===== config.mk =====
export PLATFORM = sky130hd
export DESIGN_NAME = uart_tx_ctrl
export DESIGN_NICKNAME = d
export VERILOG_FILES = /design/src/rtl/uart_pkg.sv /design/src/rtl/uart_tx_fifo.sv /design/src/rtl/uart_tx_ctrl.sv
export SDC_FILE = /design/constraint.sdc
export NUM_CORES = 1
export LEC_CHECK = 0
export CAP_MARGIN = 5
export CORE_MARGIN = 8
export CORE_UTILIZATION = 50
export CTS_CLUSTER_DIAMETER = 100
export DETAILED_ROUTE_END_ITERATION = 8
export HOLD_SLACK_MARGIN = 0.05
export PLACE_DENSITY = 0.81
export SYNTH_ARGS = -nofsm -noshare
export SYNTH_HDL_FRONTEND = slang
export SYNTH_HIERARCHICAL = 1
export SYNTH_SLANG_ARGS = --single-unit

===== constraint.sdc =====
create_clock -name clk -period 3 [get_ports clk]
set_input_delay 0.6 -clock clk [delete_from_list [all_inputs] [get_ports clk]]
set_output_delay 0.6 -clock clk [all_outputs]
set_load 0.02 [all_outputs]

===== src/rtl/uart_pkg.sv =====
`default_nettype none
// ============================================================================
// Module : uart_pkg
// Brief  : Shared UART definitions: transmitter FSM states, data width and
//          baud divider helper. UART_TX_PARITY_EN adds the PARITY state.
// Rev    : 1.0
// ============================================================================
package uart_pkg;

    localparam int DATA_BITS = 8;

`ifdef UART_TX_PARITY_EN
    typedef enum logic [2:0] {
        ST_IDLE   = 3'd0,
        ST_START  = 3'd1,
        ST_DATA   = 3'd2,
        ST_STOP   = 3'd3,
        ST_PARITY = 3'd4
    } uart_tx_state_t;
`else
    typedef enum logic [2:0] {
        ST_IDLE   = 3'd0,
        ST_START  = 3'd1,
        ST_DATA   = 3'd2,
        ST_STOP   = 3'd3
    } uart_tx_state_t;
`endif

    // Clock cycles per bit; truncating division.
    function automatic int calc_div(input int clk_freq, input int baud);
        return clk_freq / baud;
    endfunction

endpackage
`default_nettype wire


===== src/rtl/uart_tx_fifo.sv =====
`default_nettype none
// ============================================================================
// Module : uart_tx_fifo
// Brief  : Synchronous FIFO with push/pop/full/empty/count; head visible
//          combinationally on pop_data.
// Rev    : 1.0
// ============================================================================
module uart_tx_fifo #(
    parameter int WIDTH = 8,
    parameter int DEPTH = 4
) (
    input  logic                     clk,
    input  logic                     rst,
    input  logic                     push,
    input  logic [WIDTH-1:0]         push_data,
    input  logic                     pop,
    output logic [WIDTH-1:0]         pop_data,
    output logic                     full,
    output logic                     empty,
    output logic [$clog2(DEPTH):0]   count
);

    localparam int AW = $clog2(DEPTH);
    localparam int CW = AW + 1;
    localparam logic [CW-1:0] FULL_CNT = CW'(DEPTH);

    logic [WIDTH-1:0] mem [DEPTH];
    logic [AW-1:0]    wr_ptr;
    logic [AW-1:0]    rd_ptr;
    logic             do_push;
    logic             do_pop;

    // A push while full is dropped, so a same-cycle pop then frees one slot.
    assign do_push  = push && !full;
    assign do_pop   = pop && !empty;
    assign full     = (count == FULL_CNT);
    assign empty    = (count == '0);
    assign pop_data = mem[rd_ptr];

    always_ff @(posedge clk) begin
        if (rst) begin
            wr_ptr <= '0;
            rd_ptr <= '0;
            count  <= '0;
        end else begin
            if (do_push) wr_ptr <= wr_ptr + 1'b1;
            if (do_pop)  rd_ptr <= rd_ptr + 1'b1;
            case ({do_push, do_pop})
                2'b10:   count <= count + 1'b1;
                2'b01:   count <= count - 1'b1;
                default: count <= count;
            endcase
        end
    end

    always_ff @(posedge clk) begin
        if (do_push) mem[wr_ptr] <= push_data;
    end

endmodule
`default_nettype wire


===== src/rtl/uart_tx_ctrl.sv =====
`default_nettype none
// ============================================================================
// Module : uart_tx_ctrl
// Brief  : Buffered UART transmitter, 8N1 (8E1 with UART_TX_PARITY_EN).
// Rev    : 1.0
// ============================================================================
module uart_tx_ctrl
    import uart_pkg::*;
#(
    parameter int CLK_FREQ   = 50_000_000,
    parameter int BAUD       = 9600,
    parameter int FIFO_DEPTH = 4
) (
    input  logic                 clk,
    input  logic                 rst,
    input  logic [DATA_BITS-1:0] tx_data,
    input  logic                 tx_valid,
    output logic                 tx_ready,
    output logic                 uart_tx,
    output logic                 busy
);

    localparam int DIV   = calc_div(CLK_FREQ, BAUD);
    localparam int CNT_W = $clog2(DIV);
    localparam int FCW   = $clog2(FIFO_DEPTH) + 1;
    localparam logic [CNT_W-1:0] CNT_LAST = CNT_W'(DIV - 1);

    uart_tx_state_t       state;
    uart_tx_state_t       state_next;
    logic [CNT_W-1:0]     baud_cnt;
    logic [2:0]           bit_idx;
    logic [2:0]           bit_idx_next;
    logic [DATA_BITS-1:0] shreg;
    logic                 line_next;
    logic                 bit_done;
    logic                 fifo_pop;
    logic                 fifo_full;
    logic                 fifo_empty;
    logic [FCW-1:0]       fifo_count;
    logic [DATA_BITS-1:0] fifo_head;

    uart_tx_fifo #(
        .WIDTH (DATA_BITS),
        .DEPTH (FIFO_DEPTH)
    ) u_fifo (
        .clk       (clk),
        .rst       (rst),
        .push      (tx_valid),
        .push_data (tx_data),
        .pop       (fifo_pop),
        .pop_data  (fifo_head),
        .full      (fifo_full),
        .empty     (fifo_empty),
        .count     (fifo_count)
    );

    assign tx_ready = !fifo_full;
    assign busy     = (state != ST_IDLE) || (fifo_count != '0);
    assign bit_done = (baud_cnt == CNT_LAST);

    always_comb begin
        state_next   = state;
        bit_idx_next = bit_idx;
        fifo_pop     = 1'b0;
        line_next    = 1'b1;
        case (state)
            ST_IDLE: begin
                if (!fifo_empty) begin
                    state_next   = ST_START;
                    fifo_pop     = 1'b1;
                    bit_idx_next = '0;
                end
            end
            ST_START: begin
                if (bit_done) begin
                    state_next   = ST_DATA;
                    bit_idx_next = '0;
                end
            end
            ST_DATA: begin
                if (bit_done) begin
                    if (bit_idx == 3'(DATA_BITS - 1)) begin
`ifdef UART_TX_PARITY_EN
                        state_next = ST_PARITY;
`else
                        state_next = ST_STOP;
`endif
                    end else begin
                        bit_idx_next = bit_idx + 3'd1;
                    end
                end
            end
`ifdef UART_TX_PARITY_EN
            ST_PARITY: begin
                if (bit_done) state_next = ST_STOP;
            end
`endif
            ST_STOP: begin
                // Chain straight into the next start bit when more data is queued.
                if (bit_done) begin
                    if (!fifo_empty) begin
                        state_next   = ST_START;
                        fifo_pop     = 1'b1;
                        bit_idx_next = '0;
                    end else begin
                        state_next = ST_IDLE;
                    end
                end
            end
            default: state_next = ST_IDLE;
        endcase

        // Line value is chosen from the upcoming state so uart_tx can be a flop.
        case (state_next)
            ST_START:  line_next = 1'b0;
            ST_DATA:   line_next = shreg[bit_idx_next];
`ifdef UART_TX_PARITY_EN
            ST_PARITY: line_next = ^shreg;
`endif
            default:   line_next = 1'b1;
        endcase
    end

    always_ff @(posedge clk) begin
        if (rst) begin
            state    <= ST_IDLE;
            baud_cnt <= '0;
            bit_idx  <= '0;
            shreg    <= '0;
            uart_tx  <= 1'b1;
        end else begin
            state   <= state_next;
            bit_idx <= bit_idx_next;
            uart_tx <= line_next;
            if (fifo_pop) shreg <= fifo_head;
            if (state_next != state || bit_done || state == ST_IDLE)
                baud_cnt <= '0;
            else
                baud_cnt <= baud_cnt + 1'b1;
        end
    end

endmodule
`default_nettype wire

After elaboration in Yosys (flattened, before gate mapping)
Memories as Yosys holds them, arrays and structs flattened. A register that Yosys moved wholly into a read port is not among the register bits. Index checks and enable logic that the tools add are counted. Widths: inputs -> output; s select.

Equal/unequal tests: 11. Order comparisons: 1. Reductions and logical operators: 13. Muxes and demuxes: 22. Add/sub/neg operators: 6.

Operators with widths (count): $mux 3 (10); $pmux 3 s4 (2); $add 13x1->13 const B (1); $eq 13x13->1 const B (1); $eq 3x2->1 const B (3); $add 3x1->3 const B (2); $eq 3x1->1 const B (2); $eq 3x3->1 const B (2); $logic_not 3->1 (2); $mux 1 (6); $pmux 3 s2 (1); $reduce_bool 3->1 (2); $add 2x1->2 const B (2); $lt 3x4->1 const B (1); $pmux 1 s2 (2); $bmux 1 s3 (1); $logic_or 1x1->1 (3); $ne 3x3->1 (1); $sub 3x1->3 const B (1); $eq 2x1->1 const B (1); $eq 2x2->1 const B (1); $logic_and 1x1->1 (2); $logic_not 1->1 (2); $reduce_bool 2->1 (1); $reduce_or 2->1 (1).

Register bits: 27. Input bits: 11. Output and inout bits: 3. Memories: 1. Bits in writable memories: 32. Logic and storage cells: 61.

Memories: u_fifo.mem (depth 4, width 8, rd ports 1, clocked after memory_dff 1, wr ports 1, RTL line uart_tx_fifo.sv:27) `logic [WIDTH-1:0] mem [DEPTH];`.

Longest topological paths before layout
Depth after elaboration: 8. Mapped depth: 15. Depth with buffers taken out: 14.

Cells and area by module
The synthesis kept the hierarchy.

By module, submodules not included: uart_tx_fifo (cells an instance 96, instances 1, seq. area each 1141.1 µm², area each 1630.3 µm²); uart_tx_ctrl (cells an instance 159, instances 1, seq. area each 560.5 µm², area each 1365.1 µm²).

Least setup slack after synthesis
OpenSTA, ideal clock, no wires.

Path type: reg-to-reg. Start: register baud_cnt[0]. End: register u_fifo.count[2]. Slack: 0.009 ns. Setup time: 0.070 ns. Data required time: 2.930 ns. Stages on the path, launching flop included: 16. Arrival time: 2.921 ns. Buffers on the path: 1. Period minus slack after synthesis: 2.991 ns. Cells stage by stage: dfxtp_1 > ha_1 > and4bb_4 > and3_4 > nand3_1 > a211o_1 > buf_2 > inv_2 > o31ai_1 > inv_1 > ha_1 > inv_1 > fa_1 > xor2_1 > or3_1 > a21oi_1.

Word-level cells in the longest chain between the ends: 6. Elaborated cells between the ends (all ways): 8. Those cells by class: eq/ne (3); mux (3); reduce/logical (2).

RTL lines: from (decl) (RTL line uart_tx_ctrl.sv:30) `logic [CNT_W-1:0] baud_cnt;`; from (signal assigned) (RTL line uart_tx_ctrl.sv:139) `baud_cnt <= baud_cnt + 1'b1;`; $eq 13x13->1 (*) (RTL line uart_tx_ctrl.sv:59) `assign bit_done = (baud_cnt == CNT_LAST);`; $mux 1 (*) (RTL line uart_tx_ctrl.sv:100) `if (bit_done) begin`; $pmux 1 s2 (*) (RTL line uart_tx_ctrl.sv:66) `case (state)`; net fifo_pop (RTL line uart_tx_ctrl.sv:36) `logic fifo_pop;`; $logic_and 1x1->1 (*) (RTL line uart_tx_fifo.sv:35) `assign do_pop = pop && !empty;`; net u_fifo.do_pop (RTL line uart_tx_fifo.sv:31) `logic do_pop;`; $eq 2x1->1 / $eq 2x2->1 (equally long branches) (RTL line uart_tx_fifo.sv:48) `case ({do_push, do_pop})`; $pmux 3 s2 / $reduce_bool 2->1 (equally long branches); to (signal assigned) (RTL line uart_tx_fifo.sv:49) `2'b10: count <= count + 1'b1;`; to (signal assigned) (RTL line uart_tx_fifo.sv:50) `2'b01: count <= count - 1'b1;`; to (signal assigned) (RTL line uart_tx_fifo.sv:51) `default: count <= count;`; to (decl) (RTL line uart_tx_fifo.sv:20) `output logic [$clog2(DEPTH):0] count`.

The timed path passes the listed nets; every way through them passes the cells marked *. A chain may end at the register's enable or synchronous reset.

Final worst setup path
Same ends and word-level chain as after synthesis.

==> flow_metrics.tcl <==
set metrics [dict create \
    power_density_nw_per_um2 679 \
    register_area_um2 1710 \
    layout-drive-gt1-share 0.181 \
    synthArstFlopShare 0 \
    die_area_um2 8720 \
    sw_frac_of_total 0.272 \
    worstPathArrival_ps 3100 \
    synth_edf_count 32 \
    clock_latency_ps 340 \
    slew-limit-headroom 0.639 \
    maxCapViolCount 0 \
    fin_cells 357 \
    syn_area_per_cell_um2 11.7 \
    max-vdd-ir-drop_uv 419 \
    hpwl_um 3480 \
    multi_input_area_um2 1230 \
    io_pins 14 \
    skew_ps 8.94 \
    gr-total-overflow 0 \
    vias 1885 \
    critPathSlowestCell "dfxtp_4" \
    worstSetupPathType "reg -> reg" \
    period_needed_ps 2830 \
    root_buffer "clkbuf_8" \
    min_path_type "reg -> reg" \
    routed_wl_um 5300 \
    grt_pass1_wl_um 9030 \
    p_total_mw 2.37 \
    drtAntennaViolNets 0 \
    wire_per_inst_um 14.9 \
    holdWs_ps 453 \
    fillers 448 \
    antenna_found_initial 0 \
    ff2ff_path_depth 14 \
    viasPerCell 5.28 \
    cts_sinks 69 \
    rows 28 \
    gp_congestion 0.776 \
    ctsHoldBuffers 0 \
    cts_buffers 9 \
    rrSetupSlack_ps 170 \
    hold_violations 0 \
    start_kind "flip-flop" \
    clock_path_buffers 2 \
    crit_chain "ha_4 > and4bb_4 > and3_4 > nand3_1 > a211o_1 > inv_2 > o31ai_1 > inv_1 > ha_4 > inv_1 > fa_1 > xor2_1 > or3_1 > a21oi_2" \
    grt_max_degree 14 \
    synth-seq-cells 69 \
    htree_levels 3 \
    drtIter0Drc 60 \
    rr_startpoint "baud_cnt[0]$_SDFF_PP0_" \
    max_freq_ghz 0.354 \
    die_w_um 93.4 \
    power.leakage_nw 1.21 \
    ys_types 48 \
    area_growth_syn_to_layout_pct 16.5 \
    crit_end "u_fifo/count[2]$_SDFFE_PP0P_" \
    antenna_cells 0 \
    crit_path_max_incr_delay_ps 380 \
    synth_ff_type "dfxtp_1" \
    critPathLaunch "baud_cnt[0]$_SDFF_PP0_" \
    syn_nets 274 \
    setup_viol 0 \
    synthCells 255 \
    core_area_um2 5850 \
    p_comb_frac 0.169 \
    dr.pass1.iters 4 \
    cts_tree "yes" \
    finalCritPeriodShare 0.942 \
    fp.dieH_um 93.4 \
    p_int_mw 1.73 \
    cts.clk_slew.worst_paths_ps 80 \
    yosys_warnings 6 \
    crit_required_ps 3280 \
    place_inst 337 \
    synthesis.area_um2 3000 \
    report.final.slew_viol_count 0 \
    drc 0 \
    p_sw_mw 0.644 \
    worstMarginPinSlew_ps 540 \
    r2r_end "u_fifo/count[2]$_SDFFE_PP0P_" \
    pwr-share-seq 0.479 \
    status "finished clean" \
    worstPathMaxFanout 4 \
    portBuffers 13 \
    yosysSeqAreaShare 0.568 \
    grt_usage 0.131 \
    setup_tns_ps 0 \
    clock_power_share 0.352 \
    worstSetupEndpointType "flip-flop" \
    grt_pass1_vias 1951 \
    start_util 0.512 \
    finalNetCount 296 \
]
==> through the flow <==
stage,cell area (um2),worst slack [ps],util
floorplan,3000,9.23,-
global placement,3200,123,0.547
detailed placement,3200,19.3,0.547
CTS,3430,7.41,0.586
global route,3490,-6.37,0.597
finish,3490,175,0.597
==> area by class of cell <==
class                   count  share of cell area
flip-flops and latches     69               0.489
inverters                  13              0.0140
multi-input cells         164               0.354
clock inverters             7              0.0283
clock buffers               9              0.0355
well taps                  75              0.0269
repair buffers             20              0.0523
==> layer usage <==
metal,part of all wire,track usage,wire [um]
met2,0.49,0.222,2600
met4,0.027,0.0685,144
met5,0,0,0
met1,0.44,0.146,2350
met3,0.041,0.0393,215
==> cells in the final DEF (no fill, tap or decap), types with 2 or more instances in the layout <==
cell type / Yosys / final
clkinv_4: 0 / 3
nand2b_1: 4 / 4
o21ai_0: 6 / 6
xor2_1: 9 / 9
buf_4: 0 / 7
o22ai_1: 2 / 2
inv_1: 12 / 12
o21a_1: 2 / 2
edfxtp_1: 32 / 32
ha_4: 0 / 2
nor3_1: 2 / 2
clkdlybuf4s50_1: 0 / 13
and3_1: 3 / 3
mux4_2: 8 / 8
a21oi_4: 2 / 2
nand2_1: 24 / 24
dfxtp_2: 0 / 2
bufinv_16: 0 / 2
or3_1: 3 / 3
nor2_1: 27 / 27
mux2_2: 2 / 2
clkbuf_8: 0 / 9
and2_1: 5 / 5
dfxtp_1: 37 / 34
nor4_1: 2 / 2
nor3b_2: 2 / 2
nand3_1: 12 / 12
mux2i_1: 3 / 3
a21oi_1: 12 / 11
ha_1: 7 / 5
xnor2_1: 7 / 7
==> worst max-delay path, delay by kind of cell (launching register included) <==
kind | cells | cell delay (ps)
DFF | 1 | 380
buffers and inverters | 3 | 220
adders and majority gates | 3 | 660
AOI/OAI and AO/OA | 3 | 510
xor gates and xnor gates | 1 | 150
and+or+nand+nor | 4 | 840
==> state kept, by name, indices dropped and copies added, names as in the netlist, named ones only <==
signal         cells
state              3
bit_idx            3
u_fifo/mem        32
uart_tx            1
u_fifo/count       3
u_fifo/wr_ptr      2
baud_cnt          13
u_fifo/rd_ptr      2
shreg              8
==> synth_stat cells (all sizes together), types with 2 or more instances <==
cell / instances / share of area
a211oi: 2 / 0.0067
a21oi: 14 / 0.031
and2: 5 / 0.010
and3: 5 / 0.013
buf: 6 / 0.0092
clkbuf: 3 / 0.0038
dfxtp: 37 / 0.25
edfxtp: 32 / 0.32
ha: 7 / 0.029
inv: 13 / 0.016
mux2: 3 / 0.011
mux2i: 3 / 0.010
mux4: 8 / 0.060
nand2: 24 / 0.030
nand2b: 4 / 0.0084
nand3: 12 / 0.020
nor2: 27 / 0.034
nor3: 3 / 0.0067
nor3b: 2 / 0.0084
nor4: 2 / 0.0042
o21a: 2 / 0.0050
o21ai: 7 / 0.013
o22ai: 2 / 0.0042
or3: 3 / 0.0063
xnor2: 7 / 0.020
xor2: 9 / 0.026
==> cell families after synthesis <==
logic type,synth area share
buf+inv,0.0292
mux,0.0815
simple gates,0.164
flops,0.568
compound gates,0.0731
fa+ha+maj,0.0359
xor+xnor,0.0468
other cells,0.00125
==> worst min path at each step <==
stage / from / end / slack [ps] / cells past startpoint
2_1_floorplan: baud_cnt[0]$_SDFF_PP0_ / baud_cnt[0]$_SDFF_PP0_ / 430 / 1
3_3_place_gp: shreg[1]$_SDFFE_PP0P_ / shreg[1]$_SDFFE_PP0P_ / 440 / 2
3_5_place_dp: shreg[5]$_SDFFE_PP0P_ / shreg[5]$_SDFFE_PP0P_ / 450 / 2
4_1_cts: baud_cnt[0]$_SDFF_PP0_ / baud_cnt[0]$_SDFF_PP0_ / 440 / 1
5_1_grt: baud_cnt[0]$_SDFF_PP0_ / baud_cnt[0]$_SDFF_PP0_ / 470 / 1
6_report: shreg[5]$_SDFFE_PP0P_ / shreg[5]$_SDFFE_PP0P_ / 450 / 2
==> power by group through the flow <==
stage / logic (mW) / clock network, mW / registers, mW
3_5_place_dp: 0.386 / 0 / 1.16
5_1_grt: 0.447 / 0.893 / 1.15
4_1_cts: 0.390 / 0.850 / 1.14
3_3_place_gp: 0.379 / 0 / 1.15
6_report: 0.401 / 0.834 / 1.14
2_1_floorplan: 0.303 / 0 / 1.12
==> what timing repair did <==
item / 4_1_cts / 5_1_grt
buffers inserted: 0 / 4
cloned: 0 / 0
setup endpoints to repair: 1 / 1
pin swaps: 0 / 4
gates resized for setup: 2 / 7
Power figures use the tool's default switching activity.
